$ cat config.mk
export PLATFORM = sky130hd
export DESIGN_NAME = regfile_mp
export DESIGN_NICKNAME = d
export VERILOG_FILES = /design/src/rtl/regfile_mp.sv
export SDC_FILE = /design/constraint.sdc
export NUM_CORES = 1
export LEC_CHECK = 0
export CAP_MARGIN = 15
export CORE_ASPECT_RATIO = 0.8
export CORE_UTILIZATION = 58
export DETAILED_ROUTE_END_ITERATION = 8
export GPL_TIMING_DRIVEN = 0
export PLACE_DENSITY = 0.81
export REMOVE_ABC_BUFFERS = 1
export SYNTH_ARGS = -nofsm -noshare
export SYNTH_HDL_FRONTEND = slang
export SYNTH_SLANG_ARGS = --single-unit
$ cat constraint.sdc
create_clock -name clk -period 2.65 [get_ports clk]
set_input_delay 0.3975 -clock clk [delete_from_list [all_inputs] [get_ports clk]]
set_output_delay 0.3975 -clock clk [all_outputs]
set_load 0.01 [all_outputs]
$ cat src/rtl/regfile_mp.sv
// regfile_mp: parametrised multi-port register file with a busy scoreboard.
//
// NREGS registers of WIDTH bits, two combinational read ports, one
// synchronous write port. A per-register busy bit is set by a reserve
// (a producer has been issued) and cleared by the matching writeback, so a
// controller can stall on read-after-write hazards.
//
// Parameters:
//   WIDTH    data width of each register
//   NREGS    number of registers (2..64, any value)
//   BYPASS   1 = same-cycle write is forwarded to the read ports
//   ZERO_REG 1 = register 0 reads 0, ignores writes and is never busy
//   AW       address width, derived from NREGS
//
// Ports:
//   clk                 system clock, rising edge
//   rst_n               synchronous active-low reset
//   wr_en/addr/data     write port, 1-cycle latency
//   rsv_en/addr         reserve port, marks a register busy
//   rd0_addr/data/busy  read port 0 (combinational)
//   rd1_addr/data/busy  read port 1 (combinational)
//   busy_vec            registered scoreboard, bit i = register i busy
module regfile_mp #(
  parameter int WIDTH    = 16,
  parameter int NREGS    = 8,
  parameter int BYPASS   = 1,
  parameter int ZERO_REG = 0,
  localparam int AW      = (NREGS > 1) ? $clog2(NREGS) : 1
) (
  input  logic             clk,
  input  logic             rst_n,
  input  logic             wr_en,
  input  logic [AW-1:0]    wr_addr,
  input  logic [WIDTH-1:0] wr_data,
  input  logic             rsv_en,
  input  logic [AW-1:0]    rsv_addr,
  input  logic [AW-1:0]    rd0_addr,
  output logic [WIDTH-1:0] rd0_data,
  output logic             rd0_busy,
  input  logic [AW-1:0]    rd1_addr,
  output logic [WIDTH-1:0] rd1_data,
  output logic             rd1_busy,
  output logic [NREGS-1:0] busy_vec
);

  // One extra bit so that NREGS itself is representable for the compare.
  localparam logic [AW:0] LIMIT = (AW+1)'(NREGS);

  // Non-power-of-2 sizes leave holes at the top of the address space, and
  // register 0 is excluded entirely when it is hardwired to zero.
  function automatic logic addr_valid(input logic [AW-1:0] a);
    logic ok;
    ok = ({1'b0, a} < LIMIT);
    if ((ZERO_REG != 0) && (a == '0)) ok = 1'b0;
    return ok;
  endfunction

  logic [WIDTH-1:0] regs [NREGS];
  logic [NREGS-1:0] busy_q;
  logic [NREGS-1:0] busy_d;
  logic [NREGS-1:0] wr_sel;
  logic [NREGS-1:0] rsv_sel;
  logic             wr_ok;
  logic             rsv_ok;

  assign wr_ok  = wr_en  && addr_valid(wr_addr);
  assign rsv_ok = rsv_en && addr_valid(rsv_addr);

  // One-hot decode; invalid addresses decode to nothing, so they have no
  // side effects on data or scoreboard.
  always_comb begin
    wr_sel  = '0;
    rsv_sel = '0;
    for (int i = 0; i < NREGS; i++) begin
      wr_sel[i]  = wr_ok  && (wr_addr  == AW'(i));
      rsv_sel[i] = rsv_ok && (rsv_addr == AW'(i));
    end
  end

  // Reserve is applied after the clear: a same-index write and reserve
  // leaves the register busy because a new producer has been issued.
  assign busy_d = (busy_q & ~wr_sel) | rsv_sel;

  always_ff @(posedge clk) begin
    if (!rst_n) begin
      busy_q <= '0;
      for (int i = 0; i < NREGS; i++) begin
        regs[i] <= '0;
      end
    end else begin
      busy_q <= busy_d;
      for (int i = 0; i < NREGS; i++) begin
        if (wr_sel[i]) regs[i] <= wr_data;
      end
    end
  end

  assign busy_vec = busy_q;

  logic [1:0][AW-1:0] rd_addr;
  assign rd_addr = {rd1_addr, rd0_addr};

  for (genvar p = 0; p < 2; p++) begin : g_rd
    logic             ok;
    logic             hit;
    logic [WIDTH-1:0] data;
    logic             busy;

    assign ok  = addr_valid(rd_addr[p]);
    // wr_ok already implies a valid address, so a hit implies ok. The
    // forward is independent of rst_n.
    assign hit = (BYPASS != 0) && wr_ok && (wr_addr == rd_addr[p]);

    always_comb begin
      data = '0;
      busy = 1'b0;
      for (int i = 0; i < NREGS; i++) begin
        if (ok && (rd_addr[p] == AW'(i))) begin
          data = regs[i];
          busy = busy_q[i];
        end
      end
      if (hit) begin
        data = wr_data;
        busy = 1'b0;
      end
    end

    if (p == 0) begin : g_p0
      assign rd0_data = data;
      assign rd0_busy = busy;
    end else begin : g_p1
      assign rd1_data = data;
      assign rd1_busy = busy;
    end
  end

endmodule

==> results <==
- The largest vdd supply drop is 0.5246 mV.
- Detailed placement finished with a half-perimeter wire length of 12.80 mm.
- The top flip-flop cell by instance count after synthesis is sky130_fd_sc_hd__edfxtp_1.
- The flow ran to the end, and the final reports show no timing, DRC or antenna violations.
- The worst path arrival time is 2.68 ns.
- The final number of max-transition violations is 0.
- The number of flip-flops and latches in the synthesized netlist is 136.
- In this run, the number of DRC markers left after iteration 0 of detailed routing was 898.
- The count of buffers added on input and output ports is 73.
- The clock passes through at most 2 buffers.
- The global-route wire length before repair is 35.07 mm.
- The hold-fix buffer count after cts is 0.
- Entering global routing, the biggest net connects 62 pins.
- In the synthesized netlist the async set-or-reset flop fraction comes to 0%.
- The number of synthesized flops with an enable pin is 128.
- For this run the aggregate overflow at the end of global routing stands at 0.
- Yosys printed 0 warnings.
- Setup violations remaining at the end of the flow were counted as 0.
- The tree is rooted in a sky130_fd_sc_hd__clkbuf_16.
- Summing the sequential cell areas from Yosys gives 52.26% of the chip area.
- The clock reaches the later pin of the worst-skew pair after 0.43 ns.
- The synthesized area per cell is 11.14 µm².
- The portion of the clock cycle consumed by the worst path in the final layout is 98.92%.
- CTS built an H-tree with a depth of 4.
- Clock skew on the completed layout was measured at 0 ns.
- The top cell type's share of synthesized area is 50.17%.
- After detailed placement, the total cell area comes to 0.008393 mm².
- The via-per-instance ratio is 6.867.
- The worst hold path belongs to the class input port to flop.
- For the worst setup path, the data required time is 2.71 ns.
- Across the run, the number of max-cap violations was 0.
- The post-layout net count is 784.
- The placement row count is 37.
- In this run the power density over the cells is 620.7 mW/mm².
- The growth of design area from synthesis to finish is 23.09%.
- From left edge to right edge, the die measures 130.5 µm.
- After layout, the minimum clock period comes to 2.621 ns.
- The worst setup path is captured at a flop.
- The top achievable clock speed is 0.3815 GHz.
- The type of the setup path with the least slack is input port to flop.
- The total wirelength of the detailed-routed design is 24.26 mm.
- The clock slew seen by the registers of the worst setup and hold paths is 0.06 ns.
- The area of the placeable core is 0.01287 mm².
- STA classifies the critical path startpoint as an input port.
- TritonCTS built the clock tree.
- In this run, distinct cell masters in the synthesized netlist total 42.
- The slew at the pin with the worst max-slew slack is 1.193 ns.
- The number of global-route vias before repair came to 6235.
- The fraction of layout instances using a drive strength above 1 is 14.81%.
- The number of nets still failing antenna checks after routing is 0.
- In the synthesized netlist, the cells that appear most often are sky130_fd_sc_hd__nor2_1, sky130_fd_sc_hd__edfxtp_1, sky130_fd_sc_hd__mux2i_1.
- The initial antenna violation count is 0.
- After routing the design area is 0.009430 mm².
- The total clock buffers created by CTS is 17.
- The number of clock sinks seen by CTS is 136.
- The residual DRC count is 0.
- The average wire per standard cell is 25.87 µm.
- Timing analysis after detailed placement gives a worst setup slack of -1.579 ns.
- Setup slack closes at 0.02859 ns.
- The first TritonRoute pass finished after 6 iterations.
- For this configuration, the core starts out at a cell density of 59.53%.
- Overall power consumption after layout is estimated at 0.005854 W.
- At the end of routability-driven placement, the weighted congestion stood at 0.8037.
- The number of antenna diodes is 0.
- The count of filler cells inserted in the layout is 874.
- The largest fanout of any net on the critical path is 18.
- The y dimension of the die is 104.8 µm.
- The netlist area before placement is 0.007661 mm².
- The routed layout has 6441 vias.
- Setup repair after global routing left no endpoint under its margin.
- The area of the die is 0.01368 mm².
- The number of endpoints with negative hold slack in the final report is 0.
- The number of cells produced by synthesis is 688.
- The number of top-level design ports is 74.
- The synthesized design spends more area on one cell type than any other, namely sky130_fd_sc_hd__edfxtp_1.
- Summed over all cells, the static leakage comes to 3.681 nW.
- The overall global routing resource usage is 35.91%.
- By area the synthesized netlist is led by sky130_fd_sc_hd__edfxtp_1, sky130_fd_sc_hd__mux2i_1, sky130_fd_sc_hd__nor2_1.
- Measured against its own limit, the worst slew margin works out to 20.23%.
- The leading cell type by number of instances after synthesis is sky130_fd_sc_hd__nor2_1.
[worst max-delay path, stage by stage]
cell	delay, ns
sky130_fd_sc_hd__clkdlybuf4s15_2	0.29
sky130_fd_sc_hd__nor2b_1	0.32
sky130_fd_sc_hd__nand3_1	0.84
sky130_fd_sc_hd__nand2_2	0.83
[routing by layer]
layer | vias to the layer above | global-route usage, % | share of wire [%]
li1 | 2676 | - | -
met3 | 104 | 8.039 | 12
met5 | - | 0 | 0
met2 | 517 | 56.05 | 47
met1 | 3144 | 46.11 | 36
met4 | 0 | 20.53 | 4.5
[sequential cells by signal (all words and copies together) (netlist names)]
name,flops
busy_vec,8
regs,128
[logic make-up after synthesis]
group / count (synthesis) / share of synthesized area (%)
compound gates: 127 / 10.21
flops: 136 / 52.26
simple gates: 252 / 15.04
buf+inv: 75 / 4.850
xor+xnor: 6 / 0.7840
mux: 92 / 16.85
[path summary, 6_finish.rpt]
| kind | startpoint | to | slack (ns) | depth (start not counted) |
|---|---|---|---|---|
| worst max register to register | busy_vec[4] | busy_vec[4] | 1.96 | 2 |
| worst min-delay path | wr_addr[1] | busy_vec[6] | 0.49 | 4 |
| worst min register to register | busy_vec[5] | busy_vec[5] | 0.52 | 2 |
| worst max-delay path | wr_addr[2] | regs[0][56] | 0.03 | 4 |
[stage by stage]
step           std cells  utilization (%)  setup TNS, ns  hold WS (ns)
6_report             938            73.27              0        0.4919
4_1_cts              937            72.57              0        0.4556
3_3_place_gp         880            64.57        -204.73        0.5003
3_5_place_dp         886            65.21        -113.06        0.5090
2_1_floorplan        632                -              0        0.4989
5_1_grt              938            73.27              0        0.5470
[layout make-up]
cell class	instances	area (µm²)	area share, %
Multi-Input combinational cell	478	3453	36.62
Timing Repair Buffer	100	1140	12.09
Clock buffer	20	436.7	4.630
Sequential cell	136	4004	42.46
Tap cell	175	219.0	2.322
Inverter	19	71.32	0.7563
Clock inverter	10	106.4	1.128
[placed cells by master (no fill, tap or decap), types with 5 or more instances in the layout]
master / n
sky130_fd_sc_hd__clkbuf_16: 18
sky130_fd_sc_hd__mux2i_1: 66
sky130_fd_sc_hd__o21ai_0: 42
sky130_fd_sc_hd__nand3_1: 11
sky130_fd_sc_hd__mux4_1: 12
sky130_fd_sc_hd__dlymetal6s2s_1: 13
sky130_fd_sc_hd__clkdlybuf4s50_1: 41
sky130_fd_sc_hd__inv_1: 18
sky130_fd_sc_hd__nor3b_1: 15
sky130_fd_sc_hd__a21oi_1: 19
sky130_fd_sc_hd__mux4_2: 14
sky130_fd_sc_hd__dfxtp_1: 8
sky130_fd_sc_hd__nand2b_1: 8
sky130_fd_sc_hd__a31oi_1: 13
sky130_fd_sc_hd__dlygate4sd2_1: 9
sky130_fd_sc_hd__o2bb2ai_1: 8
sky130_fd_sc_hd__buf_4: 17
sky130_fd_sc_hd__nor2_1: 146
sky130_fd_sc_hd__a221oi_2: 5
sky130_fd_sc_hd__nor2b_1: 13
sky130_fd_sc_hd__edfxtp_1: 128
sky130_fd_sc_hd__buf_12: 5
sky130_fd_sc_hd__o22ai_1: 16
sky130_fd_sc_hd__nand2_1: 26
sky130_fd_sc_hd__o211ai_1: 10
sky130_fd_sc_hd__or2_2: 11
[what timing repair did]
item                                    4_1_cts  5_1_grt
gates resized for setup                      66       23
buffers inserted                             17        0
pin swaps                                     3        2
cloned                                        4        1
endpoints found under the setup margin      130       83
[where the power goes]
group          internal [W]  switching (W)
Clock               0.00136       0.000872
Sequential          0.00251      0.0000876
Combinational      0.000467       0.000553
Power figures use the tool's default switching activity.
